File: src/rtl/mt6835_pkg.sv
// rtl/mt6835_pkg.sv - MT6835 SPI frame constants shared by the reader and responder
package mt6835_pkg;

  localparam int CMD_BITS   = 8;
  localparam int DATA_BITS  = 16;
  localparam int FRAME_BITS = CMD_BITS + DATA_BITS;

  localparam logic [7:0] CMD_RD_ANGLE = 8'hA0;

  // SPI mode 1: SCK idles low, data launched on rise, sampled on fall.
  localparam logic SPI_CPOL = 1'b0;
  localparam logic SPI_CPHA = 1'b1;

  typedef enum logic [1:0] {
    ST_IDLE,
    ST_SHIFT,
    ST_OVERRUN
  } rsp_state_t;

endpackage

File: src/rtl/spi_sync_edge.sv
// rtl/spi_sync_edge.sv - pin synchronizer with rise/fall detection
// Ports: clk, rst (sync, active high), din (asynchronous pin),
//        level (synchronized value), rise/fall (one-clk edge strobes).
module spi_sync_edge #(
  parameter int   STAGES  = 2,
  parameter logic RST_VAL = 1'b0
) (
  input  logic clk,
  input  logic rst,
  input  logic din,
  output logic level,
  output logic rise,
  output logic fall
);

  logic [STAGES-1:0] sync_q;
  logic              prev_q;

  always_ff @(posedge clk) begin
    if (rst) begin
      sync_q <= {STAGES{RST_VAL}};
      prev_q <= RST_VAL;
    end else begin
      sync_q <= {sync_q[STAGES-2:0], din};
      prev_q <= sync_q[STAGES-1];
    end
  end

  assign level = sync_q[STAGES-1];
  assign rise  = level & ~prev_q;
  assign fall  = ~level & prev_q;

endmodule

File: src/rtl/mt6835_spi_responder.sv
// rtl/mt6835_spi_responder.sv - MT6835 angle-sensor emulator on an SPI mode-1 link
// Ports: clk, rst (sync, active high), angle_in (snapshot at CSN fall),
//        csn/sck/mosi (asynchronous SPI pins), miso/miso_oe (data and drive enable),
//        cmd_rx (last completed command), frame_done/frame_abort (one-clk pulses).
module mt6835_spi_responder
  import mt6835_pkg::*;
#(
  parameter int SYNC_STAGES = 2,
  parameter int CMD_BITS    = mt6835_pkg::CMD_BITS,
  parameter int DATA_BITS   = mt6835_pkg::DATA_BITS,
  parameter int FRAME_BITS  = CMD_BITS + DATA_BITS
) (
  input  logic                 clk,
  input  logic                 rst,
  input  logic [DATA_BITS-1:0] angle_in,
  input  logic                 csn,
  input  logic                 sck,
  input  logic                 mosi,
  output logic                 miso,
  output logic                 miso_oe,
  output logic [CMD_BITS-1:0]  cmd_rx,
  output logic                 frame_done,
  output logic                 frame_abort
);

  localparam int CW = $clog2(FRAME_BITS + 1);
  localparam logic [CW-1:0] FRAME_CNT = CW'(FRAME_BITS);
  localparam logic [CW-1:0] CMD_CNT   = CW'(CMD_BITS);

  logic csn_lvl, csn_rise, csn_fall;
  logic sck_lvl, sck_rise, sck_fall;
  logic mosi_lvl, mosi_rise, mosi_fall;
  logic unused_edges;

  // csn idles high so its synchronizer must not manufacture a fall out of reset.
  spi_sync_edge #(.STAGES(SYNC_STAGES), .RST_VAL(1'b1)) u_sync_csn (
    .clk(clk), .rst(rst), .din(csn), .level(csn_lvl), .rise(csn_rise), .fall(csn_fall)
  );
  spi_sync_edge #(.STAGES(SYNC_STAGES), .RST_VAL(1'b0)) u_sync_sck (
    .clk(clk), .rst(rst), .din(sck), .level(sck_lvl), .rise(sck_rise), .fall(sck_fall)
  );
  spi_sync_edge #(.STAGES(SYNC_STAGES), .RST_VAL(1'b0)) u_sync_mosi (
    .clk(clk), .rst(rst), .din(mosi), .level(mosi_lvl), .rise(mosi_rise), .fall(mosi_fall)
  );

  assign unused_edges = ^{csn_lvl, sck_lvl, mosi_rise, mosi_fall};

  rsp_state_t              state, state_n;
  logic [FRAME_BITS-1:0]   shift_tx;
  logic [CMD_BITS-1:0]     cmd_shift;
  logic [CW-1:0]           count;

  always_ff @(posedge clk) begin
    if (rst) state <= ST_IDLE;
    else     state <= state_n;
  end

  always_comb begin
    state_n = state;
    case (state)
      ST_IDLE:    if (csn_fall) state_n = ST_SHIFT;
      ST_SHIFT: begin
        if (csn_rise)                                   state_n = ST_IDLE;
        else if (sck_rise && count == FRAME_CNT - 1'b1) state_n = ST_OVERRUN;
      end
      ST_OVERRUN: if (csn_rise) state_n = ST_IDLE;
      default:    state_n = ST_IDLE;
    endcase
  end

  // CSN events are tested before SCK edges so they win when both land on one clk.
  always_ff @(posedge clk) begin
    if (rst) begin
      shift_tx    <= '0;
      cmd_shift   <= '0;
      cmd_rx      <= '0;
      count       <= '0;
      miso        <= 1'b0;
      miso_oe     <= 1'b0;
      frame_done  <= 1'b0;
      frame_abort <= 1'b0;
    end else begin
      frame_done  <= 1'b0;
      frame_abort <= 1'b0;
      if (state == ST_IDLE) begin
        if (csn_fall) begin
          shift_tx  <= {{CMD_BITS{1'b0}}, angle_in};
          cmd_shift <= '0;
          count     <= '0;
          miso_oe   <= 1'b1;
          miso      <= 1'b0;
        end
      end else if (csn_rise) begin
        miso_oe <= 1'b0;
        miso    <= 1'b0;
        if (count >= FRAME_CNT) begin
          cmd_rx     <= cmd_shift;
          frame_done <= 1'b1;
        end else begin
          frame_abort <= 1'b1;
        end
      end else if (sck_rise) begin
        if (state == ST_SHIFT && count < FRAME_CNT) begin
          miso     <= shift_tx[FRAME_BITS-1];
          shift_tx <= {shift_tx[FRAME_BITS-2:0], 1'b0};
          count    <= count + 1'b1;
        end else begin
          miso <= 1'b0;
        end
      end else if (sck_fall && state == ST_SHIFT && count <= CMD_CNT) begin
        cmd_shift <= {cmd_shift[CMD_BITS-2:0], mosi_lvl};
      end
    end
  end

endmodule

File: config.mk
export PLATFORM = sky130hd
export DESIGN_NAME = mt6835_spi_responder
export DESIGN_NICKNAME = d
export VERILOG_FILES = /design/src/rtl/mt6835_pkg.sv /design/src/rtl/spi_sync_edge.sv /design/src/rtl/mt6835_spi_responder.sv
export SDC_FILE = /design/constraint.sdc
export NUM_CORES = 1
export LEC_CHECK = 0
export CAP_MARGIN = 20
export CORE_AREA = 2 2 76 78
export CTS_BUF_LIST = sky130_fd_sc_hd__clkbuf_8 sky130_fd_sc_hd__clkbuf_16
export DETAILED_ROUTE_END_ITERATION = 8
export DIE_AREA = 0 0 78 80
export DONT_BUFFER_PORTS = 1
export PLACE_DENSITY = 0.61
export SETUP_SLACK_MARGIN = 0.1
export SLEW_MARGIN = 20
export SYNTH_ARGS = -nofsm -noshare
export SYNTH_HDL_FRONTEND = slang
export SYNTH_SLANG_ARGS = --single-unit
File: constraint.sdc
create_clock -name clk -period 2.2 [get_ports clk]
set_clock_uncertainty 0.15 [all_clocks]
set_input_delay 0.44 -clock clk [delete_from_list [all_inputs] [get_ports clk]]
set_output_delay 0.44 -clock clk [all_outputs]
set_load 0.01 [all_outputs]
Word-level counts from Yosys, hierarchy flattened
Cells that the tools add are included.
{"block": "totals", "out_inout_bits": 12, "in_bits": 21, "reg_bits": 59}
{"block": "op_classes", "n_addsub": 1, "reduce_logical": 17, "n_eq_ne": 8, "order_cmp": 3, "n_bitwise": 10, "mux": 30}
{"operator": "two-way mux 24 bit", "n": 5}
{"operator": "two-way mux 8 bit", "n": 5}
{"operator": "two-way mux 5 bit", "n": 5}
{"operator": "two-way mux 1 bit", "n": 10}
{"operator": "two-way mux 2 bit", "n": 4}
{"operator": "AND reduction 4 bit", "n": 2}
{"operator": "nonzero test 2 bit", "n": 4}
{"operator": "inverter 1 bit", "n": 6}
{"operator": "case mux 2 bit (3 select lines)", "n": 1}
{"operator": "AND reduction 3 bit", "n": 2}
{"operator": "adder 5 x 1 -> 5 bit, second input constant", "n": 1}
{"operator": "== test 5 bit, second input constant", "n": 1}
{"operator": "greater-or-equal comparator 5 bit, second input constant", "n": 1}
{"operator": "less-or-equal comparator 5 x 4 -> 1 bit, second input constant", "n": 1}
{"operator": "< comparator 5 bit, second input constant", "n": 1}
{"operator": "bitwise AND 1 bit", "n": 4}
{"operator": "logical AND 1 bit", "n": 4}
{"operator": "inequality test 2 x 1 -> 1 bit, second input constant", "n": 2}
{"operator": "inequality test 2 bit, second input constant", "n": 2}
{"operator": "AND reduction 2 bit", "n": 2}
{"operator": "inequality test 3 bit, second input constant", "n": 1}
{"operator": "nonzero test 3 bit", "n": 1}
{"operator": "OR reduction 3 bit", "n": 1}
{"operator": "== test 2 x 1 -> 1 bit, second input constant", "n": 1}
{"operator": "2 further kinds", "n": 2}

Logic depth before layout (Yosys ltp)
{"block": "depth", "ltp_word": 8, "mapped_depth": 8, "ltp_nobuf": 6}

Modules after synthesis
Synthesis repeated with hierarchy kept, for this count alone.
{"block": "unflattened", "cells_unflattened": 268, "area_unflattened_um2": 2529.9}
{"mod": "mt6835_spi_responder", "seq_area_each_um2": 1021.0, "instances": 1, "cells_each": 244, "area_each_um2": 2254.7}
{"mod": "spi_sync_edge (u_sync_mosi ...)", "seq_area_each_um2": 60.1, "instances": 2, "cells_each": 8, "area_each_um2": 91.3}
{"mod": "spi_sync_edge (u_sync_csn)", "seq_area_each_um2": 60.1, "instances": 1, "cells_each": 8, "area_each_um2": 92.6}

Worst setup path before layout
Ideal clock, no wire load.
{"block": "synth_path", "path_kind": "register to register", "startpoint": "register state[1]", "endpoint": "register count[1]", "n_path_buf": 4, "path_stages_with_launch": 9, "slack_ps": 377, "arrival_ps": 1585, "setup_time_ps": 88, "path_cell_list": "dfxtp_1 > buf_6 > or4b_1 > buf_4 > o41ai_4 > buf_8 > buf_12 > nand3_1 > o31ai_1"}
{"block": "synth_between", "elab_chain_len": 4}
{"item": "from (decl)", "line": "mt6835_spi_responder.sv:48", "rtl": "rsp_state_t state, state_n;"}
{"item": "from (signal assigned)", "line": "mt6835_spi_responder.sv:55", "rtl": "else state <= state_n;"}
{"item": "== test 2 x 1 -> 1 bit", "line": "mt6835_spi_responder.sv:103", "rtl": "if (state == ST_SHIFT && count < FRAME_CNT) begin"}
{"item": "logical AND 1 bit", "line": "mt6835_spi_responder.sv:103"}
{"item": "nonzero test 2 bit (no source line)"}
{"item": "AND reduction 4 bit (no source line)"}
{"item": "to (signal assigned)", "line": "mt6835_spi_responder.sv:106", "rtl": "count <= count + 1'b1;"}
{"item": "to (decl)", "line": "mt6835_spi_responder.sv:51", "rtl": "logic [CW-1:0] count;"}
Several ways; a longest one is shown, not always the timed one.
A chain may end at the register's enable or synchronous reset.

Final worst setup path
{"block": "layout_path", "startpoint": "register state[0]", "endpoint": "register count[3]"}
The elaborated chain is that of the path after synthesis.

==> results.py <==
metrics = {
    "synthesis": {
        "yosysMostFrequentCell": "dfxtp_1",
        "synth_top_area_frac": 0.445,
        "synth-main-ff-cell": "dfxtp_1",
        "syn_inst": 260,
        "ys_top_cells_by_count": "59 x dfxtp_1, 29 x mux2i_1, 28 x nor2_1",
        "synth_edf_count": 0,
        "synth.distinct_cells": 42,
        "syn_area_mm2": 0.00265,
        "ys_warn_count": 0,
        "avgSynthCellArea_um2": 10.2,
        "seq_area_frac_synth": 0.445,
        "synth_seq_cells": 59,
        "synth_top_cells_by_area": "dfxtp_1 45%, mux2i_1 11%, a211oi_2 7.1%",
        "syn_nets": 283,
        "synthArstFlopShare": 0,
        "yosysTopAreaCell": "dfxtp_1",
    },
    "placement": {
        "detailedPlace.worstSlack_ns": 0.280,
        "post-dp-hpwl_um": 2990,
        "gp_congestion": 0.813,
        "io_buffers": 0,
    },
    "sta": {
        "drv_slew": 0,
        "slew_headroom": 0.707,
        "setup_slack_ns": 0.290,
        "hold_viol": 0,
        "fin_crit_ns": 1.91,
        "fmax_mhz": 523,
        "tns_ns": 0,
        "setup_viol": 0,
        "fin_crit_sh": 0.868,
        "rsz0062_at_grt": "false",
        "tightest_slew_ns": 0.439,
    },
    "run": {
        "drv_cap": 0,
    },
    "clock_network": {
        "clk_pin_slew_ns": 0.07,
        "cts_post_setup_buffers_inserted": 0,
        "postCtsHoldBufs": 0,
        "cts_buffer_depth": 2,
        "cts_htree_levels": 3,
        "cts_tree": "yes",
        "cts-root-buf": "clkbuf_8",
        "insertion_delay_ns": 0.33,
        "cts_sinks": 59,
        "cts_made_buffers": 9,
        "cts_resized": 0,
    },
    "worst_setup_path": {
        "path_buf_inv": 0,
        "crit_family": "simple AND/OR/NAND/NOR gates",
        "crit_chain": "nor2b_1 -> nand4_1 -> or3_1 -> a21boi_0",
        "cp.required_ns": 2.31,
        "worstPathArrival_ns": 2.02,
        "crit_fanout": 10,
        "cp_slowest_stage_delay_ns": 0.56,
        "endpoint_kind": "flop",
        "crit_slowest_cell": "dfxtp_1",
        "critPathKind": "reg2reg",
        "start_kind": "flop",
    },
    "final_layout": {
        "area_growth_pct": 9.82,
        "drive_gt1_frac": 0.190,
        "nets": 286,
        "antenna_cells": 0,
    },
    "routing": {
        "drtPass1Iterations": 4,
        "wl_per_cell_um": 13.7,
        "wl_um": 4660,
        "vias": 1784,
        "drtAntennaViolNets": 0,
        "viasPerCell": 5.25,
        "first_iter_violations": 123,
        "drc_errors": 0,
    },
    "grt": {
        "gr-total-overflow": 0,
        "grt_pass1_vias": 1655,
        "grt_max_degree": 67,
        "grt_pass1_wl_um": 7710,
        "track_usage": 0.161,
        "antenna_found_initial": 0,
    },
    "floorplanning": {
        "die_h_um": 80,
        "die_w_um": 78,
        "coreArea_mm2": 0.00541,
        "io_pins": 33,
        "initial_core_util": 0.491,
        "rows": 27,
        "die_area_mm2": 0.00624,
    },
    "outcome": {
        "status": "completed",
    },
    "worst_hold_path": {
        "hp-class": "in2reg",
    },
    "pwr": {
        "powerDensity_mw_per_mm2": 806,
        "ir_drop_v": 0.000403,
        "leakagePower_uw": 0.00107,
    },
}
## state kept, by name, indices dropped and copies added, names as in the netlist, 2 cells and up
signal,count
shift_tx,24
cmd_rx,8
cmd_shift,8
count,5
state,2
u_sync_csn.sync_q,2
u_sync_mosi.sync_q,2
u_sync_sck.sync_q,2
## layer usage
layer,wire length [um],share of wire,up-vias,track usage
met1,2460,0.53,824,0.219
met3,147,0.032,11,0.0430
met4,131,0.028,0,0.105
met2,1920,0.41,27,0.222
li1,-,-,922,-
met5,0,0,-,0
## cell families (layout without fill, tap and decap cells)
| logic type | after synthesis | after routing | share of synthesized area |
|---|---|---|---|
| compound gates | 42 | 42 | 0.152 |
| flops | 59 | 59 | 0.445 |
| mux | 30 | 30 | 0.114 |
| fa+ha+maj | 2 | 2 | 0.00944 |
| buf+inv | 28 | 36 | 0.0670 |
| simple gates | 99 | 99 | 0.212 |
## stage by stage
step	hold slack [ns]	std cells	power (uW)	util	instance area, um^2
final	0.0281	340	2350	0.539	2910
after global routing	0.00111	340	2430	0.539	2910
after CTS	0.00467	340	2380	0.539	2910
after detailed placement	0.248	324	1270	0.497	2690
after global placement	0.255	324	1260	0.497	2690
after floorplan	0.239	260	1270	-	2650
## power by group
| group | total (uW) | internal [uW] | switching, uW |
|---|---|---|---|
| registers | 1110 | 1100 | 19.0 |
| logic | 126 | 57.4 | 68.7 |
| clock network | 1110 | 693 | 413 |
| total | 2350 | 1850 | 501 |
## worst register-to-register path, cell delays in order (launching register included)
cell	delay [ns]
dfxtp_1	0.56
nor2b_1	0.37
nand4_1	0.21
or3_1	0.38
a21boi_0	0.17
## worst paths after layout
path	to	start	slack, ns	cells past startpoint
setup / recovery	count[3]$_SDFFE_PP0P_	state[0]$_SDFFE_PP0P_	0.29	4
hold / removal	u_sync_sck.sync_q[0]$_SDFF_PP0_	rst	0.03	1
setup reg to reg	count[3]$_SDFFE_PP0P_	state[0]$_SDFFE_PP0P_	0.29	4
hold reg to reg	u_sync_csn.sync_q[1]$_SDFF_PP1_	u_sync_csn.sync_q[0]$_SDFF_PP1_	0.27	1
## layout by cell type (no fill, tap or decap), types with 8 or more instances in the layout
master and count:
a211oi_2 15, nand2b_1 16, buf_4 8, clkbuf_8 11, mux2i_1 29, nor2_1 28
nand2_1 9, dfxtp_1 59, nor2b_1 11, inv_1 11
## final cells by class
cell class,instances,area [um^2]
Clock buffer,11,151
Clock inverter,5,75.1
Fill cell,505,2490
Inverter,11,41.3
Multi-Input combinational cell,173,1290
Sequential cell,59,1180
Tap cell,72,90.1
Timing Repair Buffer,9,80.1
Note: power is estimated with default switching activity, not from simulation.
